$ cat src/rtl/riscv_pkg.sv
// riscv_pkg
// Shared definitions for the RV32 pipeline: datapath and register-index
// widths, base opcode constants, the immediate-format selector and the
// decoded control bundle carried through the ID/EX pipeline register.
// No ports; imported by reg_file and id_stage.

package riscv_pkg;

  localparam int XLEN       = 32;
  localparam int REG_ADDR_W = 5;

  localparam logic [6:0] OPC_LUI    = 7'b0110111;
  localparam logic [6:0] OPC_AUIPC  = 7'b0010111;
  localparam logic [6:0] OPC_JAL    = 7'b1101111;
  localparam logic [6:0] OPC_JALR   = 7'b1100111;
  localparam logic [6:0] OPC_BRANCH = 7'b1100011;
  localparam logic [6:0] OPC_LOAD   = 7'b0000011;
  localparam logic [6:0] OPC_STORE  = 7'b0100011;
  localparam logic [6:0] OPC_OP_IMM = 7'b0010011;
  localparam logic [6:0] OPC_OP     = 7'b0110011;

  // Which immediate layout the instruction word uses. IMM_NONE covers OP,
  // bubbles and undecodable words, all of which carry a zero immediate.
  typedef enum logic [2:0] {
    IMM_I,
    IMM_S,
    IMM_B,
    IMM_U,
    IMM_J,
    IMM_NONE
  } imm_type_e;

  // Control bits that travel with an instruction into EX and beyond.
  typedef struct packed {
    logic alu_src;
    logic reg_write;
    logic mem_read;
    logic mem_write;
    logic mem_to_reg;
    logic branch;
    logic jump;
    logic jalr;
    logic lui;
    logic auipc;
  } ctrl_t;

endpackage

$ cat src/rtl/reg_file.sv
// reg_file
// Architectural integer register file: two combinational read ports and
// one write port. x0 always reads zero and ignores writes. A write and a
// read of the same register in one cycle return the new value, so the
// decode stage never sees a stale operand from writeback.
//
// Ports:
//   clk            clock, writes land on the rising edge
//   reset          synchronous active-high, clears every register
//   we/waddr/wdata write port
//   raddr1/raddr2  read indices
//   rdata1/rdata2  read data (bypassed)

module reg_file #(
  parameter int XLEN = 32,
  parameter int NREG = 32
) (
  input  logic                    clk,
  input  logic                    reset,
  input  logic                    we,
  input  logic [$clog2(NREG)-1:0] waddr,
  input  logic [XLEN-1:0]         wdata,
  input  logic [$clog2(NREG)-1:0] raddr1,
  input  logic [$clog2(NREG)-1:0] raddr2,
  output logic [XLEN-1:0]         rdata1,
  output logic [XLEN-1:0]         rdata2
);

  import riscv_pkg::*;

  logic [XLEN-1:0] regs [NREG];

  // A write is only real when it targets a register other than x0.
  logic write_live;
  assign write_live = we && (waddr != '0);

  // Storage update. Reset wins over a simultaneous write; entry 0 is
  // cleared by reset and never written afterwards, so it stays zero.
  always_ff @(posedge clk) begin
    if (reset) begin
      for (int i = 0; i < NREG; i++) begin
        regs[i] <= '0;
      end
    end else if (write_live) begin
      regs[waddr] <= wdata;
    end
  end

  // Read port 1: x0 is hardwired, then same-cycle bypass, then storage.
  always_comb begin
    rdata1 = regs[raddr1];
    if (raddr1 == '0) begin
      rdata1 = '0;
    end else if (write_live && (waddr == raddr1)) begin
      rdata1 = wdata;
    end
  end

  // Read port 2: identical policy to port 1.
  always_comb begin
    rdata2 = regs[raddr2];
    if (raddr2 == '0) begin
      rdata2 = '0;
    end else if (write_live && (waddr == raddr2)) begin
      rdata2 = wdata;
    end
  end

endmodule

$ cat src/rtl/id_stage.sv
// id_stage
// Instruction-decode stage of the RV32 pipeline. Decodes the word held in
// the fetch pipeline register, builds the sign-extended immediate, reads
// operands from the register file (with writeback bypass) and registers
// the lot into the ID/EX pipeline register. JAL is resolved here: the
// redirect to fetch is combinational so the very next fetch edge can load
// the target and squash the following slot.
//
// Ports:
//   clk, reset                 clock and synchronous active-high reset
//   if_data/if_pc/if_pc4       fetch pipeline register (if_data == 0 is a bubble)
//   wb_we/wb_rd/wb_data        register-file writeback port
//   control_j/pc_j             combinational JAL redirect to fetch
//   pipe_*                     ID/EX pipeline register outputs

module id_stage #(
  parameter int XLEN = 32,
  parameter int NREG = 32
) (
  input  logic                    clk,
  input  logic                    reset,
  input  logic [31:0]             if_data,
  input  logic [XLEN-1:0]         if_pc,
  input  logic [XLEN-1:0]         if_pc4,
  input  logic                    wb_we,
  input  logic [$clog2(NREG)-1:0] wb_rd,
  input  logic [XLEN-1:0]         wb_data,
  output logic                    control_j,
  output logic [XLEN-1:0]         pc_j,
  output logic [XLEN-1:0]         pipe_pc,
  output logic [XLEN-1:0]         pipe_pc4,
  output logic [XLEN-1:0]         pipe_rs1_data,
  output logic [XLEN-1:0]         pipe_rs2_data,
  output logic [XLEN-1:0]         pipe_imm,
  output logic [$clog2(NREG)-1:0] pipe_rd,
  output logic [2:0]              pipe_funct3,
  output logic                    pipe_funct7b5,
  output logic                    pipe_alu_src,
  output logic                    pipe_reg_write,
  output logic                    pipe_mem_read,
  output logic                    pipe_mem_write,
  output logic                    pipe_mem_to_reg,
  output logic                    pipe_branch,
  output logic                    pipe_jump,
  output logic                    pipe_jalr,
  output logic                    pipe_lui,
  output logic                    pipe_auipc,
  output logic                    pipe_illegal
);

  import riscv_pkg::*;

  localparam int AW = $clog2(NREG);

  logic [6:0]      opcode;
  logic [AW-1:0]   rs1_idx;
  logic [AW-1:0]   rs2_idx;
  logic [AW-1:0]   rd_idx;
  ctrl_t           ctrl;
  imm_type_e       imm_type;
  logic            legal;
  logic            illegal;
  logic [XLEN-1:0] imm;
  logic [XLEN-1:0] rs1_data;
  logic [XLEN-1:0] rs2_data;
  ctrl_t           pipe_ctrl;

  assign opcode  = if_data[6:0];
  assign rd_idx  = AW'(if_data[11:7]);
  assign rs1_idx = AW'(if_data[19:15]);
  assign rs2_idx = AW'(if_data[24:20]);

  reg_file #(
    .XLEN (XLEN),
    .NREG (NREG)
  ) u_reg_file (
    .clk    (clk),
    .reset  (reset),
    .we     (wb_we),
    .waddr  (wb_rd),
    .wdata  (wb_data),
    .raddr1 (rs1_idx),
    .raddr2 (rs2_idx),
    .rdata1 (rs1_data),
    .rdata2 (rs2_data)
  );

  // Opcode decoder. Anything not in the table (including the all-zero
  // bubble) leaves every control bit clear, so an undecodable word flows
  // down the pipe exactly like a bubble; only the illegal flag differs.
  always_comb begin
    ctrl     = '0;
    imm_type = IMM_NONE;
    legal    = 1'b1;
    case (opcode)
      OPC_LUI: begin
        ctrl.alu_src   = 1'b1;
        ctrl.reg_write = 1'b1;
        ctrl.lui       = 1'b1;
        imm_type       = IMM_U;
      end
      OPC_AUIPC: begin
        ctrl.alu_src   = 1'b1;
        ctrl.reg_write = 1'b1;
        ctrl.auipc     = 1'b1;
        imm_type       = IMM_U;
      end
      OPC_JAL: begin
        ctrl.reg_write = 1'b1;
        ctrl.jump      = 1'b1;
        imm_type       = IMM_J;
      end
      OPC_JALR: begin
        ctrl.alu_src   = 1'b1;
        ctrl.reg_write = 1'b1;
        ctrl.jalr      = 1'b1;
        imm_type       = IMM_I;
      end
      OPC_BRANCH: begin
        ctrl.branch = 1'b1;
        imm_type    = IMM_B;
      end
      OPC_LOAD: begin
        ctrl.alu_src    = 1'b1;
        ctrl.reg_write  = 1'b1;
        ctrl.mem_read   = 1'b1;
        ctrl.mem_to_reg = 1'b1;
        imm_type        = IMM_I;
      end
      OPC_STORE: begin
        ctrl.alu_src   = 1'b1;
        ctrl.mem_write = 1'b1;
        imm_type       = IMM_S;
      end
      OPC_OP_IMM: begin
        ctrl.alu_src   = 1'b1;
        ctrl.reg_write = 1'b1;
        imm_type       = IMM_I;
      end
      OPC_OP: begin
        ctrl.reg_write = 1'b1;
      end
      default: begin
        legal = 1'b0;
      end
    endcase
  end

  assign illegal = !legal && (if_data != '0);

  // Immediate generator. All formats except U sign-extend from bit 31;
  // U is the upper 20 bits with the low 12 zero-filled.
  always_comb begin
    imm = '0;
    case (imm_type)
      IMM_I: imm = {{(XLEN-12){if_data[31]}}, if_data[31:20]};
      IMM_S: imm = {{(XLEN-12){if_data[31]}}, if_data[31:25], if_data[11:7]};
      IMM_B: imm = {{(XLEN-13){if_data[31]}}, if_data[31], if_data[7],
                    if_data[30:25], if_data[11:8], 1'b0};
      IMM_U: imm = XLEN'({if_data[31:12], 12'b0});
      IMM_J: imm = {{(XLEN-21){if_data[31]}}, if_data[31], if_data[19:12],
                    if_data[20], if_data[30:21], 1'b0};
      default: imm = '0;
    endcase
  end

  // JAL redirect. Held off during reset so fetch is not steered by a word
  // that is about to be discarded; the target is zero whenever no redirect
  // is requested so fetch never sees a stray address.
  always_comb begin
    control_j = 1'b0;
    pc_j      = '0;
    if (!reset && ctrl.jump) begin
      control_j = 1'b1;
      pc_j      = if_pc + imm;
    end
  end

  // ID/EX pipeline register. PCs track their inputs even for bubbles so
  // downstream diagnostics still see where the slot came from; rd is
  // zeroed for non-decodable slots so nothing downstream can match on it.
  always_ff @(posedge clk) begin
    if (reset) begin
      pipe_pc       <= '0;
      pipe_pc4      <= '0;
      pipe_rs1_data <= '0;
      pipe_rs2_data <= '0;
      pipe_imm      <= '0;
      pipe_rd       <= '0;
      pipe_funct3   <= '0;
      pipe_funct7b5 <= 1'b0;
      pipe_ctrl     <= '0;
      pipe_illegal  <= 1'b0;
    end else begin
      pipe_pc       <= if_pc;
      pipe_pc4      <= if_pc4;
      pipe_rs1_data <= rs1_data;
      pipe_rs2_data <= rs2_data;
      pipe_imm      <= imm;
      pipe_rd       <= legal ? rd_idx : '0;
      pipe_funct3   <= if_data[14:12];
      pipe_funct7b5 <= if_data[30];
      pipe_ctrl     <= ctrl;
      pipe_illegal  <= illegal;
    end
  end

  assign pipe_alu_src    = pipe_ctrl.alu_src;
  assign pipe_reg_write  = pipe_ctrl.reg_write;
  assign pipe_mem_read   = pipe_ctrl.mem_read;
  assign pipe_mem_write  = pipe_ctrl.mem_write;
  assign pipe_mem_to_reg = pipe_ctrl.mem_to_reg;
  assign pipe_branch     = pipe_ctrl.branch;
  assign pipe_jump       = pipe_ctrl.jump;
  assign pipe_jalr       = pipe_ctrl.jalr;
  assign pipe_lui        = pipe_ctrl.lui;
  assign pipe_auipc      = pipe_ctrl.auipc;

endmodule

$ cat config.mk
export PLATFORM = sky130hd
export DESIGN_NAME = id_stage
export DESIGN_NICKNAME = d
export VERILOG_FILES = /design/src/rtl/riscv_pkg.sv /design/src/rtl/reg_file.sv /design/src/rtl/id_stage.sv
export SDC_FILE = /design/constraint.sdc
export NUM_CORES = 2
export LEC_CHECK = 0
export ABC_CLOCK_PERIOD_IN_PS = 5030
export BUFFER_PORTS_ARGS = -buffer_cell sky130_fd_sc_hd__buf_2
export CAP_MARGIN = 20
export CORE_ASPECT_RATIO = 0.7
export CORE_MARGIN = 3
export CORE_UTILIZATION = 40
export CTS_CLUSTER_DIAMETER = 150
export CTS_CLUSTER_SIZE = 28
export DETAILED_ROUTE_END_ITERATION = 10
export PLACE_DENSITY = 0.59
export SYNTH_ARGS = -nofsm -noshare
export SYNTH_HDL_FRONTEND = slang
export SYNTH_SLANG_ARGS = --single-unit
$ cat constraint.sdc
create_clock -name clk -period 5.03 [get_ports clk]
set_input_delay 0.2515 -clock clk [delete_from_list [all_inputs] [get_ports clk]]
set_output_delay 0.2515 -clock clk [all_outputs]
set_load 0.02 [all_outputs]
==> results.sh <==
export IMPL_ir_drop_mv=0.255
export IMPL_synth_edf_count=1024
export IMPL_slew_headroom_pct=30.3
export IMPL_die_h_um=335
export IMPL_fin_tns_setup_ns=0
export IMPL_die_w_um=475
export IMPL_grt_usage_pct=25.5
export IMPL_rrSetupSlack_ns=2.55
export IMPL_cts_sinks=1203
export IMPL_ff2ff_path_depth=6
export IMPL_nNetsFinal=4560
export IMPL_antenna_left=0
export IMPL_clkTransAtPathRegs_ns=0.11
export IMPL_r2r_end="pipe_rs2_data[17]"
export IMPL_drive_above_1_share_pct=27.1
export IMPL_wl_per_cell_um=31.9
export IMPL_synth_top_area_share_pct=49.9
export IMPL_syn_instance_count=4160
export IMPL_leakagePower_uw=0.0244
export IMPL_dr_pass1_iters=5
export IMPL_grt_pass1_wl_um=290000
export IMPL_ys_seq_elements=1203
export IMPL_avgSynthCellArea_sq_um=14.8
export IMPL_max_freq_ghz=0.210
export IMPL_layout_cells_non_filler=6434
export IMPL_yosysSeqAreaShare_pct=55.7
export IMPL_ys_types=65
export IMPL_clock_skew_final_ns=0.0299
export IMPL_netlist_top_cells_count="edfxtp_1, and2_1, mux4_2"
export IMPL_hold_violations=0
export IMPL_cts_tree="built"
export IMPL_grt_max_degree=131
export IMPL_crit_start="if_data[0]"
export IMPL_combPwrFrac_pct=15.0
export IMPL_antenna_found_initial=25
export IMPL_whs_ns=0.0664
export IMPL_fin_crit_ns=4.77
export IMPL_rsz0062_at_grt="no"
export IMPL_clkPwrFrac_pct=25.9
export IMPL_clock_path_buffers=3
export IMPL_vias=38800
export IMPL_area_growth_pct=10.6
export IMPL_grt_pass1_vias=37595
export IMPL_timing_final_crit_share_pct=94.8
export IMPL_syn_area_sq_um=61700
export IMPL_synthTopCellsByArea="edfxtp_1, mux4_2, and2_1"
export IMPL_drtIter0Drc=5568
export IMPL_clock_latency_ns=0.70
export IMPL_vias_per_cell=6.03
export IMPL_dp_cells=6246
export IMPL_ctsHtreeMaxLevel=2
export IMPL_register_area_sq_um=34300
export IMPL_top_register="u_reg_file.regs"
export IMPL_largest_register_ff_count=1024
export IMPL_cts_root_buf="clkbuf_16"
export IMPL_cp_endpoint="pc_j[28]"
export IMPL_setup_viol=0
export IMPL_rows=119
export IMPL_dpl_cell_area_sq_um=65800
export IMPL_drc=0
export IMPL_worstHoldStart="if_data[6]"
export IMPL_yosys_warnings=0
export IMPL_synth_most_common_cell="edfxtp_1"
export IMPL_synth_ff_type="edfxtp_1"
export IMPL_synthArstFlopShare_pct=0
export IMPL_place_hpwl_um=125000
export IMPL_worstReg2RegStart="u_reg_file.regs[27][17]"
export IMPL_die_area_sq_um=159000
export IMPL_hp_class="input pin to register"
export IMPL_overflow=0
export IMPL_routed_wl_um=205000
export IMPL_pwr_share_seq_pct=59.1
export IMPL_design_area_sq_um=68200
export IMPL_status="complete, no violations"
export IMPL_gp_congestion=0.896
export IMPL_sw_frac_of_total_pct=26.3
export IMPL_io_buffers=348
export IMPL_worstMarginPinSlew_ns=1.05
export IMPL_power_internal_uw=14500
export IMPL_switchingPower_uw=5160
export IMPL_coreArea_sq_um=152000
export IMPL_yosys_area_top_type="edfxtp_1"
export IMPL_critPathLaunchType="input pin"
export IMPL_max_cap_violations=0
export IMPL_fillCellCount=13231
export IMPL_p_per_area_nw_per_um2=288
export IMPL_cts_buffers=48
export IMPL_cp_data_required_time_ns=4.78
export IMPL_crit_arrival_ns=4.51
export IMPL_io_pins=349
export IMPL_start_util_pct=40.6
export IMPL_cp_max_fo=6
export IMPL_maxSlewViolCount=0
export IMPL_critical_path_endpoint_type="primary output"
export IMPL_multiInputGateArea_sq_um=25900
export IMPL_crit_type="input pin to primary output"
==> critical path: stages <==
cell           delay, ns
dlygate4sd3_1       0.53
buf_2               0.14
nand2_2             0.12
or2_2               0.35
or3_1               0.43
nand3_1             0.13
nand2_1             0.10
fa_1                0.47
a211oi_2            0.24
o211ai_1            0.16
and3_1              0.25
a41o_2              0.37
a21oi_4             0.21
o21ai_2             0.12
a31oi_2             0.25
mux2i_1             0.20
buf_2               0.19
==> through the flow <==
| step | setup WS, ns | power (uW) | util (%) |
|---|---|---|---|
| floorplan | 0.926 | 13600 | - |
| global placement | 0.339 | 14700 | 43.4 |
| detailed placement | 0.306 | 14700 | 43.4 |
| CTS | 0.0176 | 19700 | 44.9 |
| global route | 0.0245 | 20200 | 44.9 |
| finish | 0.264 | 19700 | 44.9 |
==> cells by family after synthesis <==
group | count (synthesis) | share of synthesized area (%)
muxes | 734 | 23.3
xor gates and xnor gates | 33 | 0.469
DFF | 1203 | 55.7
buffers and inverters | 426 | 2.98
and+or+nand+nor | 1456 | 13.8
AOI/OAI and AO/OA | 275 | 3.10
adders and majority gates | 32 | 0.661
other | 1 | 0.00608
==> how the worst min path moves through the flow <==
stage / endpoint / slack [ns] / cells after the start
floorplan: pipe_illegal / 0.36 / 1
global placement: pipe_pc4[24] / 0.46 / 2
detailed placement: pipe_pc4[19] / 0.46 / 2
CTS: pipe_branch / 0.01 / 3
global route: pipe_mem_write / 0.06 / 3
finish: pipe_mem_to_reg / 0.07 / 3
==> cell type report <==
type | count | area share, %
Inverter | 9 | 0.0495
Sequential cell | 1203 | 50.4
Timing Repair Buffer | 568 | 5.90
Multi-Input combinational cell | 2562 | 38.0
Clock buffer | 87 | 2.01
Tap cell | 1996 | 3.66
Antenna cell | 8 | 0.0294
Clock inverter | 1 | 0.00551
==> power groups by stage <==
stage	combinational [uW]	sequential [uW]	clock, uW
floorplan	1720	11900	0
global placement	2880	11800	0
detailed placement	2880	11800	0
CTS	2940	11600	5150
global route	3090	11700	5480
finish	2960	11600	5080
==> placed cells by master, fill, tap and decap left out, types with 15 or more instances in the layout <==
cell type,count
a211oi_1,60
a21oi_1,58
a221oi_1,19
and2_1,1007
buf_12,27
buf_2,338
buf_4,105
clkbuf_1,38
clkbuf_16,49
conb_1,32
dfxtp_1,179
dlygate4sd3_1,92
edfxtp_1,1024
ha_1,31
mux2_2,25
mux2i_1,151
mux4_2,558
nand2_1,86
nand2b_1,19
nand3_1,15
nor2_1,112
nor2_4,31
nor2b_1,77
nor3_1,18
o211ai_1,15
o21ai_0,23
o22ai_1,33
or2_2,36
xnor2_1,20
==> routing by layer <==
metal / wire, um / up-vias / share of wire (%) / track usage [%]
met1: 86900 / 20229 / 42 / 38.2
met2: 92100 / 2214 / 45 / 38.3
li1: - / 16129 / - / -
met5: 0 / - / 0 / 0
met3: 21100 / 228 / 10 / 4.70
met4: 5110 / 0 / 2.5 / 5.98
==> repair_timing <==
item	4_1_cts	5_1_grt
hold buffers	91	1
buffers inserted	0	0
endpoints found under the hold margin	112	2
endpoints found under the setup margin	0	6
gates resized for setup	0	8
Power figures use the tool's default switching activity.
